**config.mk**
```make
export PLATFORM = sky130hd
export DESIGN_NAME = pursuit_controller
export DESIGN_NICKNAME = d
export VERILOG_FILES = /design/src/rtl/pursuit_controller.sv
export SDC_FILE = /design/constraint.sdc
export NUM_CORES = 1
export LEC_CHECK = 0
export BUFFER_PORTS_ARGS = -buffer_cell sky130_fd_sc_hd__buf_2
export CORE_AREA = 2 2 66 81
export DETAILED_ROUTE_END_ITERATION = 10
export DIE_AREA = 0 0 68 83
export HOLD_SLACK_MARGIN = 0.06
export PLACE_DENSITY_LB_ADDON = 0.08
export SLEW_MARGIN = 20
export SYNTH_ARGS = -nofsm -noshare
export SYNTH_HDL_FRONTEND = slang
export SYNTH_SLANG_ARGS = --single-unit
```
**constraint.sdc**
```tcl
create_clock -name clk -period 5.7 [get_ports clk]
set_input_delay 0.57 -clock clk [delete_from_list [all_inputs] [get_ports clk]]
set_output_delay 0.57 -clock clk [all_outputs]
set_load 0.01 [all_outputs]
```
**src/rtl/pursuit_controller.sv**
```systemverilog
// Target-following steering controller: IR enable/distance control, zone steering,
// debounced drive-state changes, lost-target timeout and pixel-area speed multiplier.
module pursuit_controller #(
  parameter int DIR_W            = 5,
  parameter int DIST_W           = 8,
  parameter int PIX_W            = 17,
  parameter int FAST_LEFT_BOUND  = 3,
  parameter int LEFT_BOUND       = 8,
  parameter int RIGHT_BOUND      = 15,
  parameter int FAST_RIGHT_BOUND = 20,
  parameter int DEFAULT_DISTANCE = 20,
  parameter int MIN_DISTANCE     = 20,
  parameter int MAX_DISTANCE     = 100,
  parameter int DIST_STEP        = 10,
  parameter int HOLD_CYCLES      = 4,
  parameter int LOST_TIMEOUT     = 1000,
  parameter int PIX_T1           = 5000,
  parameter int PIX_T2           = 15000,
  parameter logic [31:0] CMD_STOP = 32'hed126b86,
  parameter logic [31:0] CMD_GO   = 32'he9166b86,
  parameter logic [31:0] CMD_INC  = 32'he51a6b86,
  parameter logic [31:0] CMD_DEC  = 32'he11e6b86
) (
  input  logic              clk,
  input  logic              reset,
  input  logic              no_red,
  input  logic [PIX_W-1:0]  pixel_count,
  input  logic [DIR_W-1:0]  detected_direction,
  input  logic [DIST_W-1:0] average_distance,
  input  logic [31:0]       ir_command,
  input  logic              ir_data_ready,
  output logic [2:0]        drive_command,
  output logic [DIST_W-1:0] follow_distance,
  output logic [2:0]        multiplier,
  output logic              enabled,
  output logic              valid
);

  typedef enum logic [2:0] {
    ST_STOP       = 3'd0,
    ST_FAST_LEFT  = 3'd1,
    ST_LEFT       = 3'd2,
    ST_STRAIGHT   = 3'd3,
    ST_RIGHT      = 3'd4,
    ST_FAST_RIGHT = 3'd5
  } drive_t;

  localparam int LOST_W = (LOST_TIMEOUT > 1) ? $clog2(LOST_TIMEOUT + 1) : 1;
  localparam int HOLD_W = (HOLD_CYCLES > 1) ? $clog2(HOLD_CYCLES + 1) : 1;
  localparam int EXT_W  = DIST_W + 1;

  localparam logic [DIR_W-1:0]  FL_B     = DIR_W'(FAST_LEFT_BOUND);
  localparam logic [DIR_W-1:0]  L_B      = DIR_W'(LEFT_BOUND);
  localparam logic [DIR_W-1:0]  R_B      = DIR_W'(RIGHT_BOUND);
  localparam logic [DIR_W-1:0]  FR_B     = DIR_W'(FAST_RIGHT_BOUND);
  localparam logic [LOST_W-1:0] LOST_MAX = LOST_W'(LOST_TIMEOUT);
  localparam logic [HOLD_W-1:0] HOLD_MAX = HOLD_W'(HOLD_CYCLES);
  localparam logic [HOLD_W-1:0] HOLD_ONE = HOLD_W'(1);
  localparam logic [EXT_W-1:0]  STEP_E   = EXT_W'(DIST_STEP);
  localparam logic [EXT_W-1:0]  MIN_E    = EXT_W'(MIN_DISTANCE);
  localparam logic [EXT_W-1:0]  MAX_E    = EXT_W'(MAX_DISTANCE);
  localparam logic [DIST_W-1:0] DEF_D    = DIST_W'(DEFAULT_DISTANCE);
  localparam logic [PIX_W-1:0]  T1_P     = PIX_W'(PIX_T1);
  localparam logic [PIX_W-1:0]  T2_P     = PIX_W'(PIX_T2);

  drive_t              state, state_nxt, pending, pending_nxt, zone, candidate;
  logic [HOLD_W-1:0]   hold_cnt, hold_nxt, hold_inc;
  logic [LOST_W-1:0]   lost_cnt, lost_nxt;
  logic                too_close, enabled_nxt, valid_pre;
  logic [DIST_W-1:0]   fd_nxt;
  logic [EXT_W-1:0]    fd_ext, fd_inc, fd_sub;
  logic [2:0]          mult_nxt;

  // Steering zone from the target's horizontal position.
  always_comb begin
    zone = ST_STRAIGHT;
    if (detected_direction < FL_B)      zone = ST_FAST_LEFT;
    else if (detected_direction < L_B)  zone = ST_LEFT;
    else if (detected_direction > FR_B) zone = ST_FAST_RIGHT;
    else if (detected_direction > R_B)  zone = ST_RIGHT;
  end

  // While the target is briefly out of view the vehicle keeps its current course.
  always_comb begin
    candidate = zone;
    if (!enabled || too_close || (lost_cnt == LOST_MAX)) candidate = ST_STOP;
    else if (no_red)                                     candidate = state;
  end

  // Stop is immediate; any other change must be requested HOLD_CYCLES times in a row.
  always_comb begin
    state_nxt   = state;
    pending_nxt = pending;
    hold_nxt    = hold_cnt;
    hold_inc    = (candidate != pending) ? HOLD_ONE : hold_cnt + HOLD_ONE;
    if (candidate == ST_STOP) begin
      state_nxt   = ST_STOP;
      pending_nxt = ST_STOP;
      hold_nxt    = '0;
    end else if (candidate == state) begin
      hold_nxt = '0;
    end else begin
      pending_nxt = candidate;
      if (hold_inc >= HOLD_MAX) begin
        state_nxt = candidate;
        hold_nxt  = '0;
      end else begin
        hold_nxt = hold_inc;
      end
    end
  end

  always_comb begin
    lost_nxt = '0;
    if (no_red) lost_nxt = (lost_cnt == LOST_MAX) ? LOST_MAX : lost_cnt + LOST_W'(1);
  end

  // IR: ir_command is meaningful only in the cycle ir_data_ready is high; there is
  // no back-pressure, each qualified word is consumed at the following edge.
  assign fd_ext = EXT_W'(follow_distance);
  assign fd_inc = fd_ext + STEP_E;
  assign fd_sub = fd_ext - STEP_E;

  always_comb begin
    enabled_nxt = enabled;
    fd_nxt      = follow_distance;
    if (ir_data_ready) begin
      if (ir_command == CMD_STOP)     enabled_nxt = 1'b0;
      else if (ir_command == CMD_GO)  enabled_nxt = 1'b1;
      else if (ir_command == CMD_INC)
        fd_nxt = (fd_inc > MAX_E) ? MAX_E[DIST_W-1:0] : fd_inc[DIST_W-1:0];
      else if (ir_command == CMD_DEC)
        fd_nxt = ((fd_ext < STEP_E) || (fd_sub < MIN_E)) ? MIN_E[DIST_W-1:0]
                                                        : fd_sub[DIST_W-1:0];
    end
  end

  always_comb begin
    mult_nxt = 3'd1;
    if (pixel_count > T2_P)      mult_nxt = 3'd3;
    else if (pixel_count > T1_P) mult_nxt = 3'd2;
  end

  always_ff @(posedge clk) begin
    if (reset) begin
      state           <= ST_STOP;
      pending         <= ST_STOP;
      hold_cnt        <= '0;
      lost_cnt        <= '0;
      too_close       <= 1'b0;
      enabled         <= 1'b0;
      follow_distance <= DEF_D;
      multiplier      <= 3'd1;
      valid_pre       <= 1'b0;
      valid           <= 1'b0;
    end else begin
      state           <= state_nxt;
      pending         <= pending_nxt;
      hold_cnt        <= hold_nxt;
      lost_cnt        <= lost_nxt;
      too_close       <= (average_distance < follow_distance);
      enabled         <= enabled_nxt;
      follow_distance <= fd_nxt;
      multiplier      <= mult_nxt;
      valid_pre       <= 1'b1;
      valid           <= valid_pre;
    end
  end

  assign drive_command = state;

endmodule

```
==> impl_metrics.csv <==
group,metric,value,unit
status,status,"finished, final reports clean",
clock_network,cts_root_buf,"clkbuf_8",
die,die_h,83,um
synthesis,syn-cell-area,0.002356,mm2
clock_network,cts.clk_slew.worst_paths,0.06,ns
timing,drv_slew,0,
synthesis,synth_top_flop_cell,"dfxtp_1",
synthesis,ys_warn_count,0,
clock_network,cts_resized,0,
routing,drt_wl_total,5586,um
grt,antenna_found_initial,0,
pwr,clock_power_share,0.459,
clock_network,clkSinkCount,32,
synthesis,yosysTopAreaCell,"dfxtp_1",
synthesis,synth.area.top_cells,"dfxtp_1 (27%), ha_1 (6.4%), nor2_1 (4.3%)",
routing,drcViolationCount,0,
routing,dr.pass1.iters,4,
grt,grt_pass1_wl,9597,um
die,die_w,68,um
pwr,switching_share,0.2017,
finish,nets,437,
die,coreArea,0.004835,mm2
synthesis,ys_seq_area_frac,0.2719,
die,core.rowCount,28,
grt,grtUsageTotal,0.2108,
place,place_congestion,0.8425,
clock_network,cts_tree,"done",
timing,slew_headroom,0.5613,
timing,tns,0,ns
critical_path,crit_type,"register to register",
finish,n_antenna_cell,0,
finish,fillers,443,
finish,area_delta_synth_final,22.25,%
timing,max_freq,383.6,MHz
critical_path,cp_data_required_time,5.91,ns
clock_network,clk-insertion-delay-late,0.28,ns
pwr,peakVddDrop,0.09645,mV
routing,initialDrtViolationCount,124,
grt,grt_start_max_net_pins,22,
place,io_buffers,78,
pwr,p_seq_frac,0.447,
critical_path,arrival,2.82,ns
grt,grt_pass1_vias,2262,
clock_network,cts_setup_buffers,0,
critical_path,crit_fanout,12,
pwr,p_total,510.0,uW
synthesis,syn-instance-count,285,
pwr,p_leak,1.208,nW
finish,drive_gt1_frac,0.2833,
routing,ant_nets,0,
synthesis,async_reset_ff_frac,0,
synthesis,ys_types,67,
timing,fin_crit_sh,0.4574,
pwr,p_sw,102.9,uW
die,die_area,0.005644,mm2
pwr,comb_power_share,0.094,
worst_hold_path,hold_path.class,"register to register",
die,ios,82,
grt,grt-ovfl-total,0,
synthesis,avgSynthCellArea,8.267,um2
routing,routedWlPerCell,13.30,um
timing,setup_violations,0,
synthesis,synth_edf_count,0,
pwr,powerDensity,177.1,mW/mm2
routing,vias,2339,
critical_path,cp-end-kind,"register",
flow_run,drv_cap,0,
timing,hold_violations,0,
timing,rsz0062_at_grt,"false",
timing,tightest_slew,0.6572,ns
clock_network,cts_hold_buf,0,
pwr,p_int,407.1,uW
timing,fin_skew,0.003521,ns
place,dp_hpwl,4369,um
synthesis,synth-seq-cells,32,
die,start_util,0.4873,
clock_network,cts_buffers,5,
critical_path,crit_path_start_kind,"register",
routing,via_per_inst,5.569,
clock_network,cts_buffer_depth,2,
timing,period_minus_slack,2.607,ns
synthesis,yosysTopAreaCellShare,0.2719,
clock_network,cts.htree.levels,2,
flip-flops by register name, summed over array words and instances, names as in the netlist:
name / count
hold_cnt: 3
enabled: 1
multiplier: 2
valid: 1
too_close: 1
valid_pre: 1
follow_distance: 7
pending: 3
lost_cnt: 10
drive_command: 3
worst paths after layout:
check        slack (ns)  depth (start not counted)                               to                             from
min reg2reg        0.45                          1                 valid$_SDFF_PP0_                valid_pre$_DFF_P_
max                3.09                          9  follow_distance[4]$_SDFFE_PP1P_  follow_distance[2]$_SDFFE_PP1P_
max reg2reg        3.09                          9  follow_distance[4]$_SDFFE_PP1P_  follow_distance[2]$_SDFFE_PP1P_
min                0.45                          1                 valid$_SDFF_PP0_                valid_pre$_DFF_P_
area by class of cell:
class	instances	area (um2)	share of cell area
clock buffers	7	96.34	0.03345
clock inverters	1	30.03	0.01043
inverters	18	67.56	0.02346
multi-input cells	224	1580	0.5487
flip-flops and latches	32	640.6	0.2224
well taps	60	75.07	0.02606
repair buffers	78	390.4	0.1355
power groups by stage:
stage / Clock, mW / Sequential (mW) / Combinational (mW)
4_1_cts: 0.242 / 0.228 / 0.0488
5_1_grt: 0.252 / 0.228 / 0.0546
2_1_floorplan: 0 / 0.233 / 0.0207
6_report: 0.234 / 0.228 / 0.0481
3_3_place_gp: 0 / 0.233 / 0.0469
3_5_place_dp: 0 / 0.233 / 0.0483
Yosys cell counts (3+ instances only):
cell and number:
o31ai_1 4, nand3_1 13, buf_2 6, a31oi_1 6, o21a_1 9, a21oi_1 16, clkbuf_1 3, nor2b_1 6
nand2b_1 5, nand4_1 4, nor2_1 27, xor2_1 3, nand3b_1 3, nor3_1 10, buf_4 3, mux2i_1 7
dfxtp_1 32, o21ai_0 7, o211ai_1 5, ha_1 12, o31a_1 3, nand2_1 16, xnor2_1 8, and2_1 3
a211oi_1 4, nor4_1 3, inv_1 16
cells in the final DEF, fill, tap and decap left out, types with 4 or more instances in the layout:
master / n
nand2b_1: 5
xnor2_1: 8
nand4_1: 4
nor2b_1: 6
nand3_1: 13
a211oi_1: 4
mux2i_1: 7
ha_1: 12
o31ai_1: 4
nand2_1: 16
nor2_1: 27
nor3_1: 10
buf_2: 78
o21a_1: 9
a31oi_1: 6
inv_1: 16
o21ai_0: 7
a21oi_1: 16
clkbuf_8: 7
dfxtp_1: 32
o211ai_1: 5
cells by family (layout without fill, tap and decap cells):
family	after synthesis	after routing	share of synthesized area
AOI/OAI and AO/OA	81	81	0.2730
xor gates and xnor gates	11	11	0.04090
adders and majority gates	12	12	0.06373
buffers and inverters	31	104	0.06054
DFF	32	32	0.2719
muxes	7	7	0.02974
other	1	3	0.001592
and+or+nand+nor	110	110	0.2586
worst max-delay path, stage by stage (launching register included):
cell	delay [ns]
dfxtp_1	0.58
inv_1	0.17
ha_1	0.41
inv_1	0.08
o221a_2	0.31
o21ai_4	0.18
a211oi_4	0.10
and4_1	0.22
a2111o_1	0.39
o21ai_1	0.11
metal layers:
layer	GRT usage	share of wire	up-vias
met5	0	0	-
met4	0.08364	0.013	0
met3	0.02575	0.028	7
met2	0.3857	0.55	48
li1	-	-	1196
met1	0.2349	0.41	1088
stage by stage:
step	utilization	setup WS, ns	area, um2	hold slack (ns)	cells
after floorplan	-	3.348	2364	0.4138	287
after global placement	0.5696	3.002	2754	0.4478	412
after detailed placement	0.5696	2.974	2754	0.4472	412
after CTS	0.5958	3.114	2880	0.4583	420
after global routing	0.5958	2.895	2880	0.4859	420
final	0.5958	3.093	2880	0.4547	420
No activity file was read; power rests on OpenSTA's default activity.
